`src/rtl/dram_read_engine.sv`:
```
`default_nettype none
// ============================================================================
// dram_read_engine: splits a word-count read request into 4 KB-safe AXI4 INCR
// bursts and streams the returned words, in address order, to the consumer.
// Revision: 1.0
// ============================================================================
module dram_read_engine #(
  parameter int MAX_BURST = 16,
  parameter int ADDR_W    = 32
) (
  input  logic              CLK,
  input  logic              RST,
  input  logic              kick,
  output logic              busy,
  input  logic [31:0]       read_num,
  input  logic [31:0]       read_addr,
  output logic [31:0]       buf_dout,
  output logic              buf_we,
  output logic              err,
  output logic [ADDR_W-1:0] m_axi_araddr,
  output logic [7:0]        m_axi_arlen,
  output logic [2:0]        m_axi_arsize,
  output logic [1:0]        m_axi_arburst,
  output logic              m_axi_arvalid,
  input  logic              m_axi_arready,
  input  logic [31:0]       m_axi_rdata,
  input  logic [1:0]        m_axi_rresp,
  input  logic              m_axi_rlast,
  input  logic              m_axi_rvalid,
  output logic              m_axi_rready
);

  typedef enum logic [2:0] {
    S_IDLE = 3'd0,
    S_CALC = 3'd1,
    S_AR   = 3'd2,
    S_R    = 3'd3,
    S_DONE = 3'd4
  } state_t;

  localparam logic [8:0] C_MAX_BURST = 9'(MAX_BURST);

  state_t            state_q, state_d;
  logic [31:0]       cur_addr_q, cur_addr_d;
  logic [31:0]       remaining_q, remaining_d;
  logic [8:0]        len_q, len_d;
  logic [8:0]        beat_q, beat_d;
  logic [ADDR_W-1:0] araddr_q, araddr_d;
  logic [7:0]        arlen_q, arlen_d;
  logic [31:0]       buf_dout_q, buf_dout_d;
  logic              buf_we_q, buf_we_d;
  logic              err_q, err_d;

  logic [12:0]       page_bytes;
  logic [10:0]       page_words;
  logic [8:0]        rem_cap;
  logic [8:0]        burst_len;
  logic              last_beat;

  // Burst length: bounded by what is left, MAX_BURST and the words to the next 4 KB page.
  always_comb begin
    page_bytes = 13'h1000 - {1'b0, cur_addr_q[11:0]};
    page_words = page_bytes[12:2];
    rem_cap    = (remaining_q > {23'd0, C_MAX_BURST}) ? C_MAX_BURST : remaining_q[8:0];
    burst_len  = ({2'b00, rem_cap} > page_words) ? page_words[8:0] : rem_cap;
    last_beat  = (beat_q == (len_q - 9'd1));
  end

  always_comb begin
    state_d     = state_q;
    cur_addr_d  = cur_addr_q;
    remaining_d = remaining_q;
    len_d       = len_q;
    beat_d      = beat_q;
    araddr_d    = araddr_q;
    arlen_d     = arlen_q;
    buf_dout_d  = buf_dout_q;
    buf_we_d    = 1'b0;
    err_d       = err_q;

    case (state_q)
      S_IDLE: begin
        if (kick) begin
          cur_addr_d  = read_addr & 32'hFFFF_FFFC;
          remaining_d = read_num;
          err_d       = 1'b0;
          state_d     = S_CALC;
        end
      end
      S_CALC: begin
        if (remaining_q == 32'd0) begin
          state_d = S_DONE;
        end else begin
          len_d    = burst_len;
          araddr_d = ADDR_W'(cur_addr_q);
          // A 256-beat burst has low byte 0, so the 8-bit subtract still yields 255.
          arlen_d  = burst_len[7:0] - 8'd1;
          state_d  = S_AR;
        end
      end
      S_AR: begin
        if (m_axi_arready) begin
          cur_addr_d  = cur_addr_q + {21'd0, len_q, 2'b00};
          remaining_d = remaining_q - {23'd0, len_q};
          beat_d      = 9'd0;
          state_d     = S_R;
        end
      end
      S_R: begin
        if (m_axi_rvalid) begin
          buf_dout_d = m_axi_rdata;
          buf_we_d   = 1'b1;
          beat_d     = beat_q + 9'd1;
          if (m_axi_rresp != 2'b00 || m_axi_rlast != last_beat) begin
            err_d = 1'b1;
          end
          if (last_beat) begin
            state_d = (remaining_q == 32'd0) ? S_DONE : S_CALC;
          end
        end
      end
      S_DONE: begin
        state_d = S_IDLE;
      end
      default: begin
        state_d = S_IDLE;
      end
    endcase
  end

  always_ff @(posedge CLK or posedge RST) begin
    if (RST) begin
      state_q     <= S_IDLE;
      cur_addr_q  <= 32'd0;
      remaining_q <= 32'd0;
      len_q       <= 9'd0;
      beat_q      <= 9'd0;
      araddr_q    <= '0;
      arlen_q     <= 8'd0;
      buf_dout_q  <= 32'd0;
      buf_we_q    <= 1'b0;
      err_q       <= 1'b0;
    end else begin
      state_q     <= state_d;
      cur_addr_q  <= cur_addr_d;
      remaining_q <= remaining_d;
      len_q       <= len_d;
      beat_q      <= beat_d;
      araddr_q    <= araddr_d;
      arlen_q     <= arlen_d;
      buf_dout_q  <= buf_dout_d;
      buf_we_q    <= buf_we_d;
      err_q       <= err_d;
    end
  end

  assign busy          = (state_q != S_IDLE);
  assign m_axi_arvalid = (state_q == S_AR);
  assign m_axi_rready  = (state_q == S_R);
  assign m_axi_araddr  = araddr_q;
  assign m_axi_arlen   = arlen_q;
  assign m_axi_arsize  = 3'b010;
  assign m_axi_arburst = 2'b01;
  assign buf_dout      = buf_dout_q;
  assign buf_we        = buf_we_q;
  assign err           = err_q;

endmodule
`default_nettype wire
```
`config.mk`:
```
export PLATFORM = sky130hd
export DESIGN_NAME = dram_read_engine
export DESIGN_NICKNAME = d
export VERILOG_FILES = /design/src/rtl/dram_read_engine.sv
export SDC_FILE = /design/constraint.sdc
export NUM_CORES = 1
export LEC_CHECK = 0
export CAP_MARGIN = 30
export CORE_ASPECT_RATIO = 0.9
export CORE_MARGIN = 8
export CORE_UTILIZATION = 45
export CTS_CLUSTER_SIZE = 16
export DETAILED_ROUTE_END_ITERATION = 10
export PLACE_DENSITY = 0.72
export SYNTH_ARGS = -nofsm -noshare
export SYNTH_HDL_FRONTEND = slang
export SYNTH_SLANG_ARGS = --single-unit
```
`constraint.sdc`:
```
create_clock -name CLK -period 5.65 [get_ports CLK]
set_input_delay 1.13 -clock CLK [delete_from_list [all_inputs] [get_ports CLK]]
set_output_delay 1.13 -clock CLK [all_outputs]
set_load 0.01 [all_outputs]
```
### Word level (Yosys, flattened, before mapping)

Cells that the tools add are included.

| word-level totals | value |
|---|---|
| output and inout bits | 82 |
| bits in registers | 159 |
| input port bits | 104 |

| operators by class | value |
|---|---|
| add/sub/neg operators | 6 |
| equal/unequal tests | 10 |
| multiplexer cells | 24 |
| $lt $le $gt $ge | 2 |
| reductions and logical operators | 14 |
| bitwise gates (word level) | 1 |

Operators by type and width:

| cell | number |
|---|---|
| $mux 32 | 4 |
| $pmux 32 s2 | 2 |
| $mux 9 | 4 |
| $add 32x11->32 | 1 |
| $gt 32x5->1 const B | 1 |
| $logic_not 32->1 | 1 |
| $sub 32x9->32 | 1 |
| $mux 3 | 6 |
| $pmux 9 s2 | 1 |
| $sub 13x12->13 const A | 1 |
| $pmux 3 s4 | 1 |
| $gt 9x11->1 | 1 |
| $add 9x1->9 const B | 1 |
| $eq 9x9->1 | 1 |
| $sub 9x1->9 const B | 1 |
| $reduce_and 4->1 | 2 |
| $reduce_bool 2->1 | 4 |
| $sub 8x1->8 const B | 1 |
| $eq 3x2->1 const B | 2 |
| $ne 2x1->1 const B | 3 |
| $reduce_and 3->1 | 2 |
| $mux 1 | 5 |
| $ne 2x2->1 const B | 2 |
| $reduce_and 2->1 | 2 |
| other kinds (7) | 7 |

### Depth between registers and ports, before layout

| logic depth | value |
|---|---|
| depth in word-level cells | 7 |
| depth in mapped cells | 19 |

### Worst setup path before layout

OpenSTA, ideal clock, no wires.

| timing | value |
|---|---|
| kind | flip-flop to flip-flop |
| start | reg remaining_q[22] |
| end | reg arlen_q[6], in the netlist m_axi_arlen[6] |
| slack | 1.510 ns |
| required time | 5.522 ns |
| period minus slack after synthesis | 4.140 ns |
| arrival time | 4.013 ns |
| cell stages (with the launch flop) | 19 |
| path through | dfrtp_1 or3_1 buf_4 nor4_4 nand4_4 or2_1 ha_1 nand4_1 a21oi_1 nor2_1 nor4_2 inv_1 mux2_4 ha_1 nand2_1 nor3_1 mux2i_1 a21boi_0 o41ai_2 |

| on the way | value |
|---|---|
| word-level cells in the longest chain between the ends | 5 |

Ends and longest elaborated chain:

| what | RTL line | source |
|---|---|---|
| from (decl) | 45 | `logic [31:0] remaining_q, remaining_d;` |
| from (signal assigned) | 146 | `remaining_q <= remaining_d;` |
| $gt 32x5->1 | 64 | `rem_cap = (remaining_q > {23'd0, C_MAX_BURST}) ? C_MAX_BURST : remaining_q[8:0];` |
| $mux 9 | 64 |  |
| $gt 9x11->1 | 65 | `burst_len = ({2'b00, rem_cap} > page_words) ? page_words[8:0] : rem_cap;` |
| $mux 9 | 65 |  |
| $sub 8x1->8 | 97 | `arlen_d = burst_len[7:0] - 8'd1;` |
| to (signal assigned) | 150 | `arlen_q <= arlen_d;` |
| to (decl) | 49 | `logic [7:0] arlen_q, arlen_d;` |

Parallel ways exist; a longest one is shown, timed or not.
A chain may end at the register's enable or synchronous reset.

### Worst setup path in the final report

Same ends and word-level chain as after synthesis.

==> results_dict.tcl <==
set metrics [dict create \
    clk_root_buffer_cell "clkbuf_16" \
    ant_nets 0 \
    setup_ws_ps 1060 \
    slew_headroom_pct 37.9 \
    dp_hpwl_um 18400 \
    ys_warn_count 0 \
    final_max_slew_viol_count 0 \
    powerDensity_mw_per_mm2 228 \
    r2r_slack_ps 1060 \
    grt_max_degree 81 \
    num_rows 49 \
    switching_share_pct 25.3 \
    gr-total-overflow 0 \
    rsz0062_at_grt "no" \
    synth_edf_count 0 \
    async_flop_share_pct 100 \
    cts_buffers 17 \
    htreeDepth 4 \
    worst_path_largest_cell_delay_ps 500 \
    antenna_found_initial 1 \
    final_common_cell "nand2_1" \
    final_cell_area_mm2 0.0116 \
    drc 0 \
    fin_skew_ps 13.4 \
    fin_setup_tns_ps 0 \
    ir_drop_mv 0.176 \
    post_cts_buffers 0 \
    synth-seq-cells 155 \
    crit_buf_inv 2 \
    start_kind "register" \
    num_vias 8349 \
    drive_gt1_share_pct 5.70 \
    vias_per_cell 5.63 \
    gp_congestion 0.895 \
    wl_per_cell_um 17.7 \
    ys.flop_type "dfrtp_1" \
    worstPathArrival_ps 4920 \
    outcome "finished clean" \
    netlist_instances 1059 \
    hold_path_class "reg -> reg" \
    fin_crit_sh_pct 81.3 \
    worstPathRequired_ps 5980 \
    final_cell_mix "nand2_1 (263), clkdlybuf4s50_1 (176), dfrtp_1 (155)" \
    worst_path_max_delay_cell "or3_1" \
    wirelength_um 26200 \
    netlist_area_mm2 0.00900 \
    combPwrFrac_pct 9.4 \
    maxCapViolCount 0 \
    io-pin-count 186 \
    drtIter0Drc 670 \
    setup.worst_path.end_class "register" \
    fin_nets 1353 \
    min_period_ps 4590 \
    die_w_um 165 \
    area_growth_pct 28.8 \
    port-buffer-count 176 \
    grt_usage_pct 21.2 \
    fill_cells 1744 \
    grt_pass1_vias 8107 \
    die-height_um 150 \
    cts_resized 0 \
    internal_power_mw 1.97 \
    num_antenna_cells 0 \
    reg2reg_from "remaining_q[22]" \
    cts_tree "yes" \
    clock_latency_ps 440 \
    clk_pin_slew_ps 70 \
    die-area_mm2 0.0248 \
    hold_viol 0 \
    seq_area_frac_synth_pct 43.1 \
    initial_core_util_pct 45.4 \
    cts_buffer_depth 2 \
    p_leak_nw 5.23 \
    crit_family "simple AND/OR/NAND/NOR gates" \
    finalSetupViolCount 0 \
    seq_power_share_pct 45.0 \
    fmax_ghz 0.218 \
    yosysUniqueCellTypes 75 \
    core_mm2 0.0198 \
    grt_pass1_wl_um 42200 \
    switching_power_mw 0.667 \
    critPathKind "reg -> reg" \
    syn_area_per_cell_um2 8.49 \
    cts.sinks 155 \
    crit_chain "or3_1, nor4_4, nand4_4, or2_1, ha_1, a211oi_1, o21ai_0, nor2_1, nor4_2, buf_4, inv_1, mux2i_1, ha_1, nand2_1, nor3_1, mux2i_1, a21boi_0, o41ai_2" \
    hold_start "buf_dout[24]" \
    crit_start "remaining_q[22]" \
    clock_power_share_pct 45.6 \
    max_slew.worst_pin.slew_ps 932 \
    dr.pass1.iters 5 \
    worst-path-max-fanout 13 \
    post-route-util_pct 58.5 \
    ctsHoldBuffers 0 \
    placed_area_mm2 0.0110 \
    place_ws_ps 1120 \
]
## metrics by stage
step | std cells | hold slack, ps | power, mW
3_5_place_dp | 1451 | 462 | 1.46
6_report | 1483 | 474 | 2.64
5_1_grt | 1483 | 490 | 2.74
2_1_floorplan | 1068 | 454 | 1.31
4_1_cts | 1483 | 477 | 2.67
3_3_place_gp | 1449 | 457 | 1.45
## Yosys cell counts (all sizes together), types with 6 or more instances
cell type	n	area, um^2
nand2	263	987
dfrtp	155	3880
nor2	73	274
o21ai	52	260
a21oi	46	234
clkbuf	40	150
ha	32	400
nor3	32	165
nand3	29	145
inv	28	105
xnor2	23	201
buf	21	148
a31oi	19	119
nand4	19	134
or3	18	113
a211oi	17	138
and3	13	81.3
o22ai	12	75.1
xor2	12	105
nor2b	11	68.8
nor4	10	90.1
and2	9	56.3
o211ai	9	67.6
o21a	9	67.6
or4	9	71.3
a311oi	7	61.3
mux2i	7	70.1
o22a	7	61.3
o311ai	6	52.6
## path summary, 6_finish.rpt
kind	to	depth (start not counted)
max in group asynchronous	cur_addr_q[27]	3
worst min-delay path	buf_dout[24]	2
worst max-delay path	m_axi_arlen[6]	18
worst max register to register	m_axi_arlen[6]	18
min in group asynchronous	buf_dout[19]	2
worst min register to register	buf_dout[24]	2
## cells by family after synthesis
logic type               synth area share [%]
flip-flops                               43.1
AO/OA/AOI/OAI                            16.4
XOR/XNOR                                 3.41
other                                  0.0835
multiplexers                             1.20
buffers and inverters                    4.52
adder cells (fa/ha/maj)                  4.90
AND/OR/NAND/NOR                          26.4
## worst reg2reg max path: stages, from the launching register on
cell	delay, ps
dfrtp_1	430
or3_1	500
nor4_4	410
nand4_4	240
or2_1	330
ha_1	310
a211oi_1	70
o21ai_0	180
nor2_1	70
nor4_2	280
buf_4	250
inv_1	120
mux2i_1	220
ha_1	270
nand2_1	70
nor3_1	130
mux2i_1	130
a21boi_0	150
o41ai_2	330
## final cells by class
| class | instances | area (um^2) | area share [%] |
|---|---|---|---|
| multi-input cells | 823 | 4760 | 41.1 |
| flip-flops and latches | 155 | 3880 | 33.5 |
| repair buffers | 189 | 1900 | 16.4 |
| clock buffers | 18 | 439 | 3.79 |
| well taps | 255 | 319 | 2.75 |
| clock inverters | 14 | 176 | 1.52 |
| inverters | 29 | 114 | 0.983 |
## flip-flops by register name (all words and copies together) (netlist names)
signal        cells
state_q           3
buf_dout         32
buf_we            1
m_axi_arlen       8
len_q             9
err               1
m_axi_araddr     30
remaining_q      32
cur_addr_q       30
beat_q            9
## per-layer routing
layer | up-vias | global-route usage [%] | share of wire [%]
met5 | - | 0 | 0.050
li1 | 4041 | - | -
met4 | 2 | 5.99 | 1.7
met1 | 3974 | 28.4 | 44
met3 | 38 | 5.25 | 7.1
met2 | 294 | 33.6 | 47
## power groups by stage
| stage | Combinational (mW) | Clock (mW) | Sequential [mW] |
|---|---|---|---|
| after detailed placement | 0.251 | 0 | 1.21 |
| after floorplan | 0.105 | 0 | 1.20 |
| after CTS | 0.251 | 1.23 | 1.19 |
| after global placement | 0.245 | 0 | 1.20 |
| final | 0.247 | 1.20 | 1.19 |
| after global routing | 0.273 | 1.27 | 1.19 |
(Power assumes the default switching activity.)
